## config.mk

```make
export PLATFORM = sky130hd
export DESIGN_NAME = alu_seq_ctrl_311_flat
export DESIGN_NICKNAME = d
export VERILOG_FILES = /design/src/rtl/alu_seq_ctrl_311_if.sv /design/src/rtl/alu_seq_ctrl_311.sv /design/src/flat_wrapper.sv
export SDC_FILE = /design/constraint.sdc
export NUM_CORES = 1
export LEC_CHECK = 0
export BUFFER_PORTS_ARGS = -buffer_cell sky130_fd_sc_hd__buf_2
export CAP_MARGIN = 30
export CORE_UTILIZATION = 48
export CTS_CLUSTER_SIZE = 12
export DETAILED_ROUTE_END_ITERATION = 12
export GPL_TIMING_DRIVEN = 0
export HOLD_SLACK_MARGIN = 0.06
export PLACE_DENSITY = 0.87
export SYNTH_ARGS = -nofsm -noshare
export SYNTH_HDL_FRONTEND = slang
export SYNTH_SLANG_ARGS = --single-unit
```

## constraint.sdc

```tcl
create_clock -name Clk_311 -period 1.5 [get_ports Clk_311]
set_input_delay 0.15 -clock Clk_311 [delete_from_list [all_inputs] [get_ports Clk_311]]
set_output_delay 0.15 -clock Clk_311 [all_outputs]
set_load 0.01 [all_outputs]
```

## src/rtl/alu_seq_ctrl_311_if.sv

```systemverilog
// Handshake and ALU-side bundle for the operand sequencer: nibble input stream,
// registered ALU operands, ALU result return and the valid/ready result port.
interface alu_seq_ctrl_311_if #(
    parameter int unsigned DW = 4,
    parameter int unsigned RW = 8
);
    logic [DW-1:0] InData_311;
    logic          InValid_311;
    logic          InReady_311;
    logic [DW-1:0] AluIn1_311;
    logic [DW-1:0] AluIn2_311;
    logic [DW-1:0] AluSel_311;
    logic [RW-1:0] AluOut_311;
    logic [RW-1:0] Res_311;
    logic          ResValid_311;
    logic          ResReady_311;
    logic          Err_311;
    logic          Busy_311;

    // Sequencer side
    modport slave (
        input  InData_311, InValid_311, AluOut_311, ResReady_311,
        output InReady_311, AluIn1_311, AluIn2_311, AluSel_311,
               Res_311, ResValid_311, Err_311, Busy_311
    );

    // Environment side: stream source, ALU and result sink
    modport master (
        output InData_311, InValid_311, AluOut_311, ResReady_311,
        input  InReady_311, AluIn1_311, AluIn2_311, AluSel_311,
               Res_311, ResValid_311, Err_311, Busy_311
    );
endinterface

```

## src/rtl/alu_seq_ctrl_311.sv

```systemverilog
// Operand sequencer in front of the 4-bit ALU: gathers In1/In2/Sel nibbles, runs one
// settle cycle, then offers the 8-bit result. Optional macro: ALU_DIVZERO_CHK_EN.
module alu_seq_ctrl_311 #(
    parameter int unsigned DW = 4,
    parameter int unsigned RW = 8
) (
    input  logic              Clk_311,
    input  logic              Rst_311,
    alu_seq_ctrl_311_if.slave bus
);
    typedef enum logic [2:0] {
        S_A   = 3'd0,
        S_B   = 3'd1,
        S_OP  = 3'd2,
        S_EX  = 3'd3,
        S_OUT = 3'd4
    } state_t;

    state_t        state_q, state_d;
    logic [DW-1:0] in1_q, in1_d;
    logic [DW-1:0] in2_q, in2_d;
    logic [DW-1:0] sel_q, sel_d;
    logic [RW-1:0] res_q, res_d;
    logic          res_valid_q, res_valid_d;
    logic          err_q, err_d;
    logic          in_ready;
    logic          in_fire;
    logic          out_fire;

    // Ready is a pure state decode so the source never sees a valid->ready loop
    assign in_ready = (state_q == S_A) || (state_q == S_B) || (state_q == S_OP);
    assign in_fire  = bus.InValid_311 && in_ready;
    assign out_fire = res_valid_q && bus.ResReady_311;

    always_ff @(posedge Clk_311) begin
        if (Rst_311) begin
            state_q     <= S_A;
            in1_q       <= '0;
            in2_q       <= '0;
            sel_q       <= '0;
            res_q       <= '0;
            res_valid_q <= 1'b0;
            err_q       <= 1'b0;
        end else begin
            state_q     <= state_d;
            in1_q       <= in1_d;
            in2_q       <= in2_d;
            sel_q       <= sel_d;
            res_q       <= res_d;
            res_valid_q <= res_valid_d;
            err_q       <= err_d;
        end
    end

    always_comb begin
        state_d     = state_q;
        in1_d       = in1_q;
        in2_d       = in2_q;
        sel_d       = sel_q;
        res_d       = res_q;
        res_valid_d = res_valid_q;
        err_d       = err_q;

        unique case (state_q)
            S_A: begin
                if (in_fire) begin
                    in1_d   = bus.InData_311;
                    state_d = S_B;
                end
            end
            S_B: begin
                if (in_fire) begin
                    in2_d   = bus.InData_311;
                    state_d = S_OP;
                end
            end
            S_OP: begin
                if (in_fire) begin
                    sel_d   = bus.InData_311;
                    state_d = S_EX;
                end
            end
            S_EX: begin
                // Operands have been stable for a full cycle; sample the ALU now
`ifdef ALU_DIVZERO_CHK_EN
                if (((sel_q == DW'(3)) || (sel_q == DW'(4))) && (in2_q == '0)) begin
                    res_d = RW'(8'hFF);
                    err_d = 1'b1;
                end else begin
                    res_d = bus.AluOut_311;
                    err_d = 1'b0;
                end
`else
                res_d = bus.AluOut_311;
                err_d = 1'b0;
`endif
                res_valid_d = 1'b1;
                state_d     = S_OUT;
            end
            S_OUT: begin
                if (out_fire) begin
                    res_valid_d = 1'b0;
                    err_d       = 1'b0;
                    state_d     = S_A;
                end
            end
            default: state_d = S_A;
        endcase
    end

    assign bus.InReady_311  = in_ready;
    assign bus.Busy_311     = (state_q != S_A);
    assign bus.AluIn1_311   = in1_q;
    assign bus.AluIn2_311   = in2_q;
    assign bus.AluSel_311   = sel_q;
    assign bus.Res_311      = res_q;
    assign bus.ResValid_311 = res_valid_q;
    assign bus.Err_311      = err_q;
endmodule

```

## src/flat_wrapper.sv

```systemverilog
// flat-port wrapper written by rule: the top's interface ports become plain ports
module alu_seq_ctrl_311_flat 
#(
    parameter int unsigned DW = 4,
    parameter int unsigned RW = 8
)
  (Clk_311, Rst_311, bus_InData_311, bus_InValid_311, bus_AluOut_311, bus_ResReady_311, bus_InReady_311, bus_AluIn1_311, bus_AluIn2_311, bus_AluSel_311, bus_Res_311, bus_ResValid_311, bus_Err_311, bus_Busy_311);
  alu_seq_ctrl_311_if #(.DW(DW), .RW(RW)) bus_i ();
  input  logic Clk_311;
  input  logic Rst_311;
  input wire logic [$bits(bus_i.InData_311)-1:0] bus_InData_311;
  input wire logic [$bits(bus_i.InValid_311)-1:0] bus_InValid_311;
  input wire logic [$bits(bus_i.AluOut_311)-1:0] bus_AluOut_311;
  input wire logic [$bits(bus_i.ResReady_311)-1:0] bus_ResReady_311;
  output wire logic [$bits(bus_i.InReady_311)-1:0] bus_InReady_311;
  output wire logic [$bits(bus_i.AluIn1_311)-1:0] bus_AluIn1_311;
  output wire logic [$bits(bus_i.AluIn2_311)-1:0] bus_AluIn2_311;
  output wire logic [$bits(bus_i.AluSel_311)-1:0] bus_AluSel_311;
  output wire logic [$bits(bus_i.Res_311)-1:0] bus_Res_311;
  output wire logic [$bits(bus_i.ResValid_311)-1:0] bus_ResValid_311;
  output wire logic [$bits(bus_i.Err_311)-1:0] bus_Err_311;
  output wire logic [$bits(bus_i.Busy_311)-1:0] bus_Busy_311;
  assign bus_i.InData_311 = bus_InData_311;
  assign bus_i.InValid_311 = bus_InValid_311;
  assign bus_i.AluOut_311 = bus_AluOut_311;
  assign bus_i.ResReady_311 = bus_ResReady_311;
  assign bus_InReady_311 = bus_i.InReady_311;
  assign bus_AluIn1_311 = bus_i.AluIn1_311;
  assign bus_AluIn2_311 = bus_i.AluIn2_311;
  assign bus_AluSel_311 = bus_i.AluSel_311;
  assign bus_Res_311 = bus_i.Res_311;
  assign bus_ResValid_311 = bus_i.ResValid_311;
  assign bus_Err_311 = bus_i.Err_311;
  assign bus_Busy_311 = bus_i.Busy_311;
  alu_seq_ctrl_311 #(.DW(DW), .RW(RW)) u_core (.Clk_311(Clk_311), .Rst_311(Rst_311), .bus(bus_i));
endmodule
```

==> summary.txt <==
Routing
  – Routed Antenna Nets: 0
  – Final wirelength: between 2000 and 2500 um
  – Wire per inst: 13.4 um
  – Initial DRC count: 9
  – Vias per std cell: slightly below 5
  – DRC: 0
  – DR vias: roughly 870
  – First-pass iteration count of the detailed router: 4

Logic synthesis
  – Sequential area share after synthesis: 42.6%
  – Yosys warning count: 0
  – Post-Syn Area: 0.00113 mm2
  – Syn avg cell area: roughly 10 um2
  – Distinct cells, synth: 24
  – Yosys reg bits: 24
  – Syn Nets: roughly 130
  – Synthesized instance count: 109

Clock network
  – Clock Latency Late Sink: between 0.3 and 0.4 ns
  – Worst-case clock buffer depth: 2
  – CTS H-tree lvls: 1
  – CTS Sinks: 24
  – Clock-pin transition on the worst setup and hold timing paths: about 0.14 ns
  – CTS tree: done
  – TritonCTS Buffers: 3
  – CTS Root Cell: clkbuf_4

Power
  – Power share of the clock group: 29.8%
  – Maximum VDD drop: ~0.00068 V
  – Int Pwr: 898 uW
  – Gate power share: between 10 and 15%
  – Total leakage power: about 0.65 nW
  – Switching share of power: 25.5%
  – Sequential share of power: about 56%
  – P per Cell Area: roughly 870 mW/mm2
  – Net Switching: 307 uW

GRT
  – Largest net degree at the start of global routing: 14
  – GRT Overall Usage: roughly a fifth
  – Vias in the first global route: just under 900
  – Initial antenna violation count: 0
  – GRT overflow: 0
  – First-pass GRT wire length: approximately 4100 um

Run
  – Maxcap violations: 0

Finish
  – Fraction of layout cells with a size suffix above 1: 35.6%
  – Most frequent cells in the layout: buf_2 (39), nand2b_1 (34), dfxtp_1 (22), mux2i_1 (20)
  – Commonest non-fill, non-tap cell in the layout: buf_2
  – # nets final: approximately 170
  – Final std cells w/o fill: 177
  – Diodes inserted: 0
  – Final instance area: between 0.001 and 0.0015 mm2
  – Area Growth Syn to Fin: 22.5%

Worst hold path
  – Min-delay worst type: input port to register
  – Min-Delay Endpoint: u_core.bus.Res_311[5]
  – Worst hold path depth: 3
  – Hold Path Origin: bus_AluOut_311[5]

Worst setup path
  – Flop2flop setup slack: 0.25 ns
  – Crit-path max FO: 10
  – Reg2reg end: u_core.bus.AluIn1_311[0]
  – Critical path class: register to output pin
  – CP Launch Type: register
  – R2R cell count: 3
  – Crit Reg-Reg Startpoint: u_core.state_q[0]
  – Crit. End Element: output pin
  – Worst EP arrival: about 1.3 ns
  – Worst EP required: approximately 1.4 ns

Placed design
  – PortBufs: 37
  – Final GP Congestion: between 0.6 and 0.7
  – Area of placed instances: about 0.0013 mm2
  – Pre-CTS worst setup slack: about 0.26 ns
  – Post-detail-place hpwl: between 1500 and 2000 um
  – # placed instances: roughly 170

Die
  – Core area: between 0.002 and 0.0025 mm2
  – Chip height: 50.5 um
  – Initial Util: between 50% and 60%
  – Die Area: 0.00255 mm2
  – IO Count: 40
  – Die Width: between 50 and 60 um
  – Rows: 17

Timing
  – Tcrit/Tclk final: between 90% and 100%
  – Final Setup Violations: 0
  – Peak Freq: 685 MHz
  – Setup TNS: 0 ns
  – Max Slew Vio Count: 0
  – Setup WS post-layout: between 0.03 and 0.04 ns
  – Min Tclk post-route: approximately 1.5 ns
  – RSZ-0062 raised after global routing: no
  – Final hold violations: 0
  – Clk_skew: between 0.005 and 0.006 ns

Outcome
  – Status: finished, final reports clean
## metrics by stage
| step | utilization (%) | hold WS (ns) | power, mW |
|---|---|---|---|
| 4_1_cts | 62.6 | 0.0698 | 1.20 |
| 5_1_grt | 62.4 | 0.0774 | 1.24 |
| 3_3_place_gp | 60.9 | 0.413 | 0.852 |
| 3_5_place_dp | 60.9 | 0.422 | 0.860 |
| 6_report | 62.4 | 0.0654 | 1.21 |
| 2_1_floorplan | - | 0.305 | 0.798 |
## worst max-delay path, cell delays in order, from the launching register on
cell     delay (ns)
dfxtp_1        0.37
buf_6          0.15
or3_1          0.33
buf_2          0.14
## synth_stat cells, drive strengths merged
library cell | n | area share (%)
a2111oi | 1 | 1.3
a211oi | 2 | 1.8
a21oi | 2 | 0.89
a32o | 1 | 0.89
and3b | 1 | 0.78
and4bb | 1 | 1.1
buf | 7 | 4.3
clkbuf | 4 | 1.3
conb | 1 | 0.33
dfxtp | 24 | 43
inv | 2 | 0.67
mux2i | 20 | 18
nand2 | 1 | 0.33
nand2b | 34 | 19
nand3b | 1 | 0.67
nand4bb | 2 | 2.0
nor2 | 1 | 0.33
nor2b | 1 | 0.56
nor4b | 1 | 2.1
or3 | 1 | 0.56
or3b | 1 | 0.78
## power groups by stage
stage	Combinational (mW)	Sequential, mW	Clock (mW)
CTS	0.174	0.672	0.355
floorplan	0.105	0.693	0
detailed placement	0.174	0.686	0
global route	0.188	0.677	0.377
finish	0.172	0.674	0.359
global placement	0.168	0.685	0
## cell families (layout without fill, tap and decap cells)
group,Yosys count,count (layout),share of synthesized area (%)
AND/OR/NAND/NOR,45,45,28.1
other,1,1,0.333
buffers and inverters,13,53,6.33
flip-flops,24,24,42.6
AO/OA/AOI/OAI,6,6,4.88
multiplexers,20,20,17.8
## layout make-up
cell class                      instances  area [um2]
Multi-Input combinational cell         72         576
Inverter                                2        7.51
Fill cell                             191         831
Tap cell                               28        35.0
Clock buffer                            4        36.3
Buffer                                 10        58.8
Sequential cell                        24         483
Timing Repair Buffer                   37         185
## worst max-delay path by stage
stage                       from                        to  depth (start not counted)
4_1_cts        u_core.state_q[2]              bus_Busy_311                          3
5_1_grt        u_core.state_q[0]              bus_Busy_311                          3
3_5_place_dp   u_core.state_q[2]  u_core.bus.AluIn1_311[2]                          3
6_report       u_core.state_q[0]              bus_Busy_311                          3
3_3_place_gp   u_core.state_q[2]  u_core.bus.AluIn1_311[1]                          3
2_1_floorplan  u_core.state_q[2]  u_core.bus.AluIn1_311[0]                          3
## registers in the layout (all words and copies together), names as in the netlist
| signal | cells |
|---|---|
| u_core.bus.ResValid_311 | 1 |
| u_core.bus.AluIn1_311 | 4 |
| u_core.bus.Res_311 | 8 |
| u_core.state_q | 3 |
| u_core.bus.AluIn2_311 | 4 |
| u_core.bus.AluSel_311 | 4 |
## per-layer routing
metal	wire length [um]	global-route usage, %	vias up
li1	-	-	441
met1	1040	26.1	406
met2	1200	36.4	23
met3	107	4.24	3
met4	23	7.87	0
met5	0	0	-
## what timing repair did
action | in CTS | in global routing
resized for setup | 0 | 3
setup endpoints to repair | 0 | 1
hold buffers | 0 | 0
setup buffers | 0 | 0
(Power assumes the default switching activity.)
